<file path="src/rtl/rf_window_sequencer.sv">
// rf_window_sequencer: walks the receptive-field selector through every output
// row and both column halves for one feature-map pass. Each window goes to the
// conv units over a valid/ready handshake, with the number of windows in flight
// capped at MAX_OUT. Returned results are tagged with their window index.
module rf_window_sequencer #(
  parameter int H       = 16,
  parameter int W       = 16,
  parameter int F       = 5,
  parameter int MAX_OUT = 2
) (
  input  logic       clk,
  input  logic       reset_n,
  input  logic       start,
  input  logic       abort,
  output logic [5:0] rowNumber,
  output logic       column,
  output logic       rf_valid,
  input  logic       rf_ready,
  input  logic       res_valid,
  output logic       res_we,
  output logic [5:0] res_addr,
  output logic       busy,
  output logic       done,
  output logic       err
);

  localparam int R = H - F + 1;
  localparam int N = 2 * R;

  localparam logic [1:0] S_IDLE  = 2'd0;
  localparam logic [1:0] S_ISSUE = 2'd1;
  localparam logic [1:0] S_DRAIN = 2'd2;
  localparam logic [1:0] S_DONE  = 2'd3;

  localparam logic [5:0] LAST_W  = 6'(N - 1);
  localparam logic [2:0] CAP     = 3'(MAX_OUT);

  // Reject geometries the 6-bit window index or 3-bit in-flight counter cannot hold.
  if (R < 1 || N > 64 || W < F || MAX_OUT < 1 || MAX_OUT > 4) begin : g_bad_params
    $error("rf_window_sequencer: illegal H/W/F/MAX_OUT combination");
  end

  logic [1:0] state;
  logic [5:0] w;
  logic [5:0] ridx;
  logic [2:0] outstanding;
  logic [2:0] out_nxt;
  logic [5:0] w_inc;
  logic       hs;
  logic       acc;
  logic       go;
  logic       clr;

  assign rf_valid = (state == S_ISSUE) && (outstanding < CAP);
  assign hs       = rf_valid & rf_ready;
  assign acc      = res_valid & (outstanding != 3'd0);
  assign go       = (state == S_IDLE) & start & ~abort;
  assign clr      = (state != S_IDLE) & abort;
  assign busy     = (state != S_IDLE);
  assign done     = (state == S_DONE);
  assign w_inc    = w + 6'd1;

  // In-flight count after this cycle's issue and return; a simultaneous pair cancels.
  always_comb begin
    out_nxt = outstanding;
    case ({hs, acc})
      2'b10:   out_nxt = outstanding + 3'd1;
      2'b01:   out_nxt = outstanding - 3'd1;
      default: out_nxt = outstanding;
    endcase
  end

  // Pass state machine: issue all windows, wait for results, pulse done.
  always_ff @(posedge clk or negedge reset_n) begin
    if (!reset_n) begin
      state <= S_IDLE;
    end else if (clr) begin
      state <= S_IDLE;
    end else begin
      case (state)
        S_IDLE:  if (go) state <= S_ISSUE;
        S_ISSUE: if (hs && (w == LAST_W)) state <= S_DRAIN;
        S_DRAIN: if (out_nxt == 3'd0) state <= S_DONE;
        default: state <= S_IDLE;
      endcase
    end
  end

  // Issue index, result index and in-flight counter; all restart on start or abort.
  always_ff @(posedge clk or negedge reset_n) begin
    if (!reset_n) begin
      w           <= '0;
      ridx        <= '0;
      outstanding <= '0;
    end else if (clr || go) begin
      w           <= '0;
      ridx        <= '0;
      outstanding <= '0;
    end else begin
      outstanding <= out_nxt;
      if (hs)  w    <= w_inc;
      if (acc) ridx <= ridx + 6'd1;
    end
  end

  // Selector coordinates are registered so they hold once the last window has gone out.
  always_ff @(posedge clk or negedge reset_n) begin
    if (!reset_n) begin
      rowNumber <= '0;
      column    <= 1'b0;
    end else if (go) begin
      rowNumber <= '0;
      column    <= 1'b0;
    end else if (hs && (w != LAST_W) && !clr) begin
      rowNumber <= {1'b0, w_inc[5:1]};
      column    <= w_inc[0];
    end
  end

  // Result write strobe and tag; a result in the abort cycle is still written.
  always_ff @(posedge clk or negedge reset_n) begin
    if (!reset_n) begin
      res_we   <= 1'b0;
      res_addr <= '0;
    end else begin
      res_we <= acc;
      if (acc) res_addr <= ridx;
    end
  end

  // Sticky error for a result arriving with nothing in flight.
  always_ff @(posedge clk or negedge reset_n) begin
    if (!reset_n) begin
      err <= 1'b0;
    end else if (go) begin
      err <= 1'b0;
    end else if (res_valid && (outstanding == 3'd0)) begin
      err <= 1'b1;
    end
  end

endmodule

</file>
<file path="config.mk">
export PLATFORM = sky130hd
export DESIGN_NAME = rf_window_sequencer
export DESIGN_NICKNAME = d
export VERILOG_FILES = /design/src/rtl/rf_window_sequencer.sv
export SDC_FILE = /design/constraint.sdc
export NUM_CORES = 1
export LEC_CHECK = 0
export ABC_AREA = 1
export ABC_CLOCK_PERIOD_IN_PS = 4500
export CAP_MARGIN = 0
export CORE_MARGIN = 3
export CORE_UTILIZATION = 25
export CTS_CLUSTER_SIZE = 8
export DETAILED_ROUTE_END_ITERATION = 10
export PLACE_DENSITY = 0.45
export SLEW_MARGIN = 10
export SYNTH_ARGS = -nofsm -noshare
export SYNTH_HDL_FRONTEND = slang
export SYNTH_SLANG_ARGS = --single-unit
</file>
<file path="constraint.sdc">
create_clock -name clk -period 4.5 [get_ports clk]
set_clock_uncertainty 0.1 [all_clocks]
set_input_delay 1.35 -clock clk [delete_from_list [all_inputs] [get_ports clk]]
set_output_delay 1.35 -clock clk [all_outputs]
set_load 0.01 [all_outputs]
</file>
-- Word-level counts from Yosys, hierarchy flattened
Cells that the tools add are included.
- register bits after elaboration: 32
- latch bits: 0
- RAM bits: 0
- bits in read-only memories: 0
- input port bits: 6
- output and inout port bits: 18
- word-level logic and storage cells: 64
- memories kept: 0
- add/sub/neg operators: 4
- multiply operators: 0
- divide/modulo/power cells: 0
- magnitude comparators: 1
- equal/unequal tests: 10
- shift operators: 0
- muxes and demuxes: 17
- bitwise gates (word level): 6
- reductions and logical operators: 17
- operator list (cell ; count):
    two-way mux 6 bit ; 6
    adder 6 x 1 -> 6 bit, second input constant ; 2
    nonzero test 2 bit ; 5
    two-way mux 2 bit ; 4
    equality test 2 bit, second input constant ; 3
    equality test 6 x 5 -> 1 bit, second input constant ; 1
    logical NOT 3 bit ; 2
    != test 3 bit, second input constant ; 2
    != test 6 x 5 -> 1 bit, second input constant ; 1
    one-hot mux 2 bit (3 select lines) ; 1
    one-hot mux 3 bit (2 select lines) ; 1
    AND 1 bit ; 5
    logical AND 1 bit ; 5
    equality test 2 x 1 -> 1 bit, second input constant ; 2
    two-way mux 1 bit ; 4
    adder 3 x 1 -> 3 bit, second input constant ; 1
    < comparator 3 x 2 -> 1 bit, second input constant ; 1
    two-way mux 3 bit ; 1
    != test 3 x 2 -> 1 bit, second input constant ; 1
    AND reduction 3 bit ; 1
    nonzero test 3 bit ; 1
    subtractor 3 x 1 -> 3 bit, second input constant ; 1
    logical NOT 2 bit ; 1
    logical NOT 1 bit ; 1
    2 further kinds ; 2

-- Logic depth before layout (Yosys ltp)
Gate-level depths: netlist of run 1.
- depth in word-level cells: 9
- mapped depth: 16
- mapped depth without buffers: 16

-- Worst setup path before layout of run 1
OpenSTA, ideal clock, no wires.
- kind: input-to-reg
- start point: in rf_ready
- end point: reg state[0]
- arrival time: 2937 ps
- path slack: 1346 ps
- cell stages on the path: 13
- path buffers: 0
- cells stage by stage: inv_1 nor3_4 inv_2 ha_1 fa_1 nand2_1 nand2_1 nor2_1 nand3_1 nand2_1 nand3_1 nand2_1 nand2_1
- cells in the longest elaborated chain, start to end: 6
- ends and longest elaborated chain (item ; RTL line ; source):
    start: declaration ; 18 ; input logic rf_ready,
    AND 1 bit (*) ; 55 ; assign hs = rf_valid & rf_ready;
    equality test 2 x 1 -> 1 bit or equality test 2 bit (tied branches) ; 66 ; case ({hs, acc})
    one-hot mux 3 bit (2 select lines) ; 66 ;
    logical NOT 3 bit ; 83 ; S_DRAIN: if (out_nxt == 3'd0) state <= S_DONE;
    != test 3 bit (no source line) ; -- ;
    AND reduction 3 bit (no source line) (*) ; -- ;
    end signal: assignment ; 82 ; S_ISSUE: if (hs && (w == LAST_W)) state <= S_DRAIN;
    end signal: assignment ; 83 ;
    end signal: assignment ; 84 ; default: state <= S_IDLE;
    end: declaration ; 43 ; logic [1:0] state;
Mark *: on every way between the ends. The rest lies on a longest branch, timed or not.
A chain may end at the register's enable or synchronous reset.

-- Final worst setup path of run 1
- start point: in res_valid
- end point: reg state[0]
- cells in the longest elaborated chain, start to end: 6
- ends and longest elaborated chain (item ; RTL line ; source):
    start: declaration ; 19 ; input logic res_valid,
    AND 1 bit (*) ; 56 ; assign acc = res_valid & (outstanding != 3'd0);
    via acc ; 50 ; logic acc;
    equality test 2 x 1 -> 1 bit or equality test 2 bit (tied branches) ; 66 ;
    one-hot mux 3 bit (2 select lines) (*) ; 66 ;
    logical NOT 3 bit (*) ; 83 ;
    != test 3 bit (no source line) (*) ; -- ;
    AND reduction 3 bit (no source line) (*) ; -- ;
Mark *: on every way through the listed nets, which the timed path passes. The rest lies on a longest branch.

==> results.txt, run 1 <==
The flow ran to the end, and the final reports show no timing, DRC or antenna violations. The area of the multi-input gates is 746 µm². The full die area came out at 0.00761 mm². Dividing the final minimum period by the clock period gives 80.4%.

The count of nets left with antenna violations after detail routing is 0. The slew at the pin with the worst max-slew slack is 0.576 ns. TritonCTS built the clock tree.

The cell with the most instances on the worst path is sky130_fd_sc_hd__nand2_1. The cell family contributing the most delay on the critical path is adder cells. The die is 87.3 µm wide. In this design, the stage delay of the slowest critical-path cell is 0.44 ns. The total inserted antenna cells is 0. For this run, the total global-route usage over all layers was measured as 10.3%. The analysis attributes to cell leakage a power of 0.985 nW. The average wire per standard cell is 11.5 µm.

The number of top-level pins is 24. The number of DRC markers after the initial detailed-route iteration came out at 48. The number of nets in the finished design is 238. The fraction of registers with async set/reset came out at 100%. The final weighted congestion in routability-driven placement came out at 0.808. The count of distinct cell types in the synthesized netlist came out at 26. The worst hold path terminates at res_addr[5]$_DFFE_PN0P_. The signed area change from the synthesized netlist to the final layout came out at 23.6%.

The clock slew at the register clock pins of the worst setup and hold paths is 0.06 ns. The depth of the most critical reg-to-reg path came out at 14. The via count of the first global-routing pass was 1,303.

On the critical path, the stage with the largest delay is an instance of sky130_fd_sc_hd__clkdlybuf4s50_1. Of the cells placed in the final design, the portion with a size suffix greater than 1 is 11.2%. The worst IR drop on VDD is 187 µV. On the final layout, the worst hold slack is 0.382 ns. The placed wire-length estimate after detailed placement came out at 2570 µm. The dominant synthesized flop cell is sky130_fd_sc_hd__dfrtp_1.

The vias per cell came out at 4.44. The signal on the critical path passes through clkdlybuf4s50_1, o21ai_2, inv_1, ha_1, fa_1, nand2_1, nand2_1, nor2_1, nand3_1, nand2_1, nand3_1, nand2_1, nand2_1. The startpoint identified for the worst hold timing path is res_addr[5]$_DFFE_PN0P_. The total DRC errors in the routed layout is 0. The number of CTS-inserted buffers is 5. The clock latency on the worst-skew pair came out at 0.28 ns. The quantity of I/O buffers inserted on ports came out at 22. The pin count of the biggest net entering global routing came out at 32. The worst-path maximum fanout is 15. In this run the core area contains 28 standard-cell rows. The synthesized instance count came out at 197.

The final total power is 0.00105 W. Static timing analysis puts the maximum clock frequency at 276 MHz. The tightest min-delay check is of the flop to flop type. The area taken by flip-flops and latches came out at 776 µm². Dividing total power by cell area gives a power density of 515 mW/mm².

The portion of the post-synthesis area used by sequential elements is 47.0%. The number of max-slew violations in the final report is 0. The initial antenna violation count came out at 0. The count of buffers added by post-CTS timing repair for setup came out at 0. The first-pass GRT wire length is 6130 µm.

A synthesized cell averages 8.38 µm². Data on the critical path arrives at its endpoint at 3.69 ns. STA classifies the critical path startpoint as an input port.

Setup repair after global routing left no endpoint under its margin. Hold repair after CTS inserted 0 buffers. The initial core utilization is 26.8%. The register bit total from synthesis is 31.

The count of synthesis-stage warnings from yosys is 0. The setup path with the least slack is of type input port to flop. STA classifies the critical path endpoint as a flop. The deepest level of the CTS H-tree came out at 2.

Yosys mapped a number of flops with a built-in enable equal to 0. The worst hold path stage count came out at 2. The total negative setup slack came out at 0 ns. The cell sitting at the root of the clock tree is a sky130_fd_sc_hd__clkbuf_8. The number of nets produced by synthesis is 211. The largest buffer count on any clock path came out at 2. After detailed routing, the total wire length is 3440 µm. The number of hold violations in the final report was 0. Summing over every cut layer, the via total after detailed routing is 1,329.

The final-report setup violation count came out at 0. Data on the critical path is required at its endpoint by 4.57 ns. The mapped netlist covers 0.00165 mm². Summed over all layers, the global routing overflow is 0. The floorplan die height came out at 87.3 µm. The max-cap check violation count is 0. Headroom to the max-slew limit came out at 61.6%. The first-pass iteration count of the detailed router is 4. The register-to-register path setup slack came out at 1.59 ns. The core outline area is 0.00617 mm². Once the clock tree was built, the resizer swapped 0 gates to a different size. The buffering stage count on the worst path with inverters included came out at 2. Counting the fill cells in the layout gives 658. The worst path in the final design needs a cycle of 3.62 ns, including I/O delays and setup.

The endpoint identified for the worst register-to-register timing path is state[0]$_DFFE_PN0P_. For this design, the sink count on the clock tree is 31. The worst reg2reg path startpoint is outstanding[1]$_DFF_PN0_.
==> registers in the layout (all words and copies together) (netlist names), 2 cells and up <==
| name | count |
|---|---|
| outstanding | 3 |
| res_addr | 6 |
| ridx | 6 |
| rowNumber | 5 |
| state | 2 |
| w | 6 |
==> Yosys cell counts, types with 2 or more instances <==
master                     n  area (µm²)
sky130_fd_sc_hd__xor2_1    2        17.5
sky130_fd_sc_hd__nand2_2   2        12.5
sky130_fd_sc_hd__nand2_1  45         169
sky130_fd_sc_hd__inv_1    23        86.3
sky130_fd_sc_hd__buf_4     2        15.0
sky130_fd_sc_hd__o21ai_2   3        26.3
sky130_fd_sc_hd__nor2_4    2        22.5
sky130_fd_sc_hd__nand3_1  28         140
sky130_fd_sc_hd__a21oi_1   7        35.0
sky130_fd_sc_hd__nor2_1   13        48.8
sky130_fd_sc_hd__inv_2     6        22.5
sky130_fd_sc_hd__ha_1      7        87.6
sky130_fd_sc_hd__dfrtp_1  31         776
sky130_fd_sc_hd__o21ai_0  10        50.1
sky130_fd_sc_hd__nand4_1   5        31.3
==> worst register-to-register path, delay by kind of cell, from the launching register on <==
kind / cells / cell delay [ns]
AO/OA/AOI/OAI: 1 / 0.46
adder cells (fa/ha/maj): 2 / 0.74
AND/OR/NAND/NOR: 9 / 0.71
flip-flops: 1 / 0.42
buffers and inverters: 2 / 0.37
==> how the worst max path moves through the flow <==
stage,endpoint,start,cells after the start
global route,state[1]$_DFFE_PN0P_,res_valid,13
finish,state[0]$_DFFE_PN0P_,res_valid,13
global placement,state[1]$_DFFE_PN0P_,res_valid,13
detailed placement,state[0]$_DFFE_PN0P_,res_valid,13
floorplan,state[0]$_DFFE_PN0P_,rf_ready,13
CTS,state[0]$_DFFE_PN0P_,res_valid,13
==> area by class of cell <==
class | instances | share of cell area, %
Clock buffer | 6 | 4.05
Multi-Input combinational cell | 134 | 36.6
Timing Repair Buffer | 23 | 11.2
Tap cell | 75 | 4.60
Inverter | 29 | 5.34
Clock inverter | 1 | 0.245
Sequential cell | 31 | 38.0
==> cell usage in the layout (no fill, tap or decap), drive strengths merged <==
master	netlist	layout
xor2	2	2
clkbuf	0	6
or2	1	1
nand4	5	5
conb	1	1
fa	1	1
o21bai	1	1
nand2	48	48
inv	29	29
nand3	28	28
ha	7	7
o21ai	14	14
buf	3	1
a211oi	1	1
clkinv	0	1
dfrtp	31	31
a21oi	7	7
nor2	16	16
clkdlybuf4s50	0	22
nor3	2	2
==> through the flow <==
stage / utilization [%] / instances / setup WS [ns] / instance area, µm²
floorplan: - / 197 / 1.35 / 1650
global placement: 31.7 / 292 / 0.611 / 1950
detailed placement: 31.7 / 292 / 0.580 / 1950
CTS: 33.1 / 299 / 0.867 / 2040
global route: 33.1 / 299 / 0.639 / 2040
finish: 33.1 / 299 / 0.883 / 2040
==> kinds of logic (layout without fill, tap and decap cells) <==
| kind of cell | count (synthesis) | count (layout) | share of synthesized area, % |
|---|---|---|---|
| simple gates | 100 | 100 | 29.4 |
| buf+inv | 32 | 59 | 7.81 |
| flops | 31 | 31 | 47.0 |
| compound gates | 23 | 23 | 7.96 |
| fa+ha+maj | 8 | 8 | 6.52 |
| xor+xnor | 2 | 2 | 1.06 |
| other cells | 1 | 1 | 0.227 |
==> where the power goes <==
group	switching, W	leakage, nW	internal [W]
registers	0.0000399	0.420	0.000332
logic	0.000272	0.518	0.000185
clock network	0.000101	0.0470	0.000120
==> metal layers <==
metal | wire length, µm | GRT usage [%] | vias up
met4 | 66 | 4.60 | 0
met3 | 161 | 2.37 | 6
met1 | 1740 | 14.2 | 615
met2 | 1470 | 15.5 | 28
met5 | 0 | 0 | -
li1 | - | - | 680
(Power assumes the default switching activity.)
==> run 2: changes to the inputs <==
ABC_CLOCK_PERIOD_IN_PS = 3300   (was 4500)
PLACE_DENSITY = 0.46   (was 0.45)
clock period = 3.3 ns   (was 4.5 ns; I/O delays follow)
==> run 2 against run 1 <==
  * Hold slack improved by 0.0011 ns
  * Core utilization grew 0.39 points
  * Final area increased by 1.2%
  * Clock power rose by 30%
  * Combinational power grew 41%
  * Setup slack got worse by 0.50 ns
  * Wire length up 1.2%
  * Die area unchanged
  * Via count grew 1.6%
  * Highest routed layer unchanged
==> results.txt, run 2 (synthesis results as in run 1) <==
The first-pass GRT wire length is 6310 µm (+2.9%). The final period utilization came out at 88.6%. The quantity of I/O buffers inserted on ports came out at 22 (unchanged). The average wire per standard cell came out at 11.5 µm (-0.42%). The number of CTS-inserted buffers is 5 (unchanged). The library cells used most frequently in the layout, excluding fill and tap cells, are 45 x sky130_fd_sc_hd__nand2_1, 31 x sky130_fd_sc_hd__dfrtp_1, 28 x sky130_fd_sc_hd__nand3_1. The vias per cell came out at 4.44 (about the same).

The number of buffers inserted for hold repair after clock tree synthesis is 0 (unchanged). The cell sitting at the root of the clock tree is a sky130_fd_sc_hd__clkbuf_8. The leakage power of the design came out at 0.999 nW (+1.5%). The number of top-level pins came out at 24 (unchanged). The count of buffers added by post-CTS timing repair for setup came out at 0 (unchanged). The deepest level of the CTS H-tree is 2 (unchanged). The maximum single-stage delay on the critical path was 0.45 ns (about the same). The clock sink count came out at 31 (unchanged). The run finished with clean final reports. The placed wire-length estimate after detailed placement is 2540 µm (-0.94%). The worst hold path begins at res_addr[0]$_DFFE_PN0P_. The clock slew at the register clock pins of the worst setup and hold paths is 0.06 ns (about the same).

The cell with the most instances on the worst path is sky130_fd_sc_hd__nand2_1. The final-report setup violation count is 0 (unchanged). The max-cap check violation count is 0 (unchanged).

Based on the critical path, the design can be clocked at up to 342 MHz. The worst register-to-register path begins at state[1]$_DFFE_PN0P_. The core outline area came out at 0.00617 mm² (unchanged). The clock latency on the worst-skew pair is 0.28 ns (about the same).

The wire length after detailed routing came out at 3490 µm (+1.2%). The initial core utilization came out at 26.8% (unchanged). The worst path needs 2.92 ns of the cycle, external delays included.

STA classifies the critical path endpoint as a flop. The number of max-slew violations in the final report is 0 (unchanged). The worst endpoint required time is 3.38 ns (-1.19 ns). The worst path arrival time came out at 3.00 ns (-0.69 ns).

The power per cell area was 696 mW/mm² (+35%). TritonCTS built the clock tree. Tracing the worst setup path back leads to its startpoint at rf_ready. The largest buffer count on any clock path is 2 (unchanged). The row count is 28 (unchanged).

The pin count of the biggest net entering global routing is 32 (unchanged). The final weighted congestion in routability-driven placement is 0.767 (-5.1%). The first-pass iteration count of the detailed router came out at 4 (unchanged). The die width is 87.3 µm (unchanged). The number of inserted filler cells in the final layout is 660 (+0.30%). Leaving out fill and tap cells, the most frequent cell in the layout is sky130_fd_sc_hd__nand2_1. The number of DRC markers after the initial detailed-route iteration came out at 35 (-27%). STA classifies the critical path startpoint as an input port. The critical path goes through clkdlybuf4s50_1, inv_1, nor3_4, inv_2, ha_1, fa_1, nand2_1, nand2_1, nor2_1, nand3_1, nand2_1, nand3_1, nand2_1, nand2_1.

The total DRC errors in the routed layout is 0 (unchanged). The remaining global-route overflow is 0 (unchanged). The via total after detailed routing came to 1,350 (+1.6%).

The worst IR drop on VDD is 225 µV (+20%). The aggregate global-route resource usage came out at 10.7% (+0.32 points). The quantity of gates resized following cts is 0 (unchanged). The initial antenna violation count is 0 (unchanged). The worst-path maximum fanout is 3 (-12). The total negative setup slack is 0 ns (unchanged).

The via count of the first global-routing pass came out at 1,339 (+2.8%). The worst hold slack after final layout is 0.383 ns (+0.00115 ns). The number of hold violations in the final report came to 0 (unchanged). The full die area came out at 0.00761 mm² (unchanged).

The floorplan die height came out at 87.3 µm (unchanged). The library cell contributing the largest single delay on the critical path is sky130_fd_sc_hd__clkdlybuf4s50_1. The largest registers in the layout are res_addr (6), ridx (6), w (6).

The total inserted antenna cells is 0 (unchanged). The count of nets left with antenna violations after detail routing is 0 (unchanged). Setup repair after global routing left no endpoint under its margin. The signed area change from the synthesized netlist to the final layout came out at 25.0%.

The fraction of final layout cells sized beyond drive strength 1 is 12.2% (+1.1 points). The critical path start-end classification is input port to flop. The number of nets in the finished design is 242 (+1.7%).

The path class of the tightest hold or removal check is flop to flop.
run 2: cell count changes in the layout (fill, tap and decap cells not counted):
cell	previous run	this run
sky130_fd_sc_hd__clkbuf_1	0	2
sky130_fd_sc_hd__clkbuf_8	6	5
sky130_fd_sc_hd__buf_4	1	5
run 2: critical path, delay by kind of cell:
family	cells	cell delay [ns]
adder cells (fa/ha/maj)	2	0.64
buffers and inverters	3	0.57
AND/OR/NAND/NOR	9	0.79
run 2: per-stage QoR:
step | total power (W) | util, % | cells | cell area [µm²] | worst slack [ns]
after floorplan | 0.000937 | - | 197 | 1650 | 0.506
after global placement | 0.00117 | 32.1 | 296 | 1980 | 0.0898
after detailed placement | 0.00117 | 32.1 | 296 | 1980 | 0.0596
after CTS | 0.00147 | 33.5 | 304 | 2060 | 0.363
after global routing | 0.00158 | 33.5 | 304 | 2060 | 0.154
final | 0.00144 | 33.5 | 304 | 2060 | 0.378
run 2: area by class of cell:
cell class | count | area [µm²] | share of cell area [%]
flip-flops and latches | 31 | 776 | 37.6
multi-input cells | 134 | 746 | 36.1
repair buffers | 27 | 258 | 12.5
inverters | 29 | 109 | 5.28
well taps | 75 | 93.8 | 4.55
clock buffers | 7 | 76.3 | 3.70
clock inverters | 1 | 5.00 | 0.243
run 2: worst paths after layout:
path / end / slack, ns / depth (start not counted)
min in group asynchronous: res_addr[3]$_DFFE_PN0P_ / 1.01 / 2
hold reg to reg: res_addr[0]$_DFFE_PN0P_ / 0.38 / 2
setup / recovery: state[1]$_DFFE_PN0P_ / 0.38 / 14
setup reg to reg: state[1]$_DFFE_PN0P_ / 0.82 / 15
max in group asynchronous: res_addr[2]$_DFFE_PN0P_ / 1.80 / 2
hold / removal: res_addr[0]$_DFFE_PN0P_ / 0.38 / 2
run 2: power by group:
part	internal (W)	switching, W	leakage, nW
registers	0.000453	0.0000532	0.420
logic	0.000272	0.000373	0.537
clock network	0.000148	0.000138	0.0422
total	0.000872	0.000564	0.999
run 2: per-layer routing:
metal  GRT usage (%)  wire length (µm)  share of wire, %  vias to the layer above
met3            3.22               120               3.4                        7
met5               0                 0                 0                        -
met2            15.5              1510                43                       18
met1            14.2              1770                51                      628
met4            5.44                83               2.4                        0
li1                -                 -                 -                      697
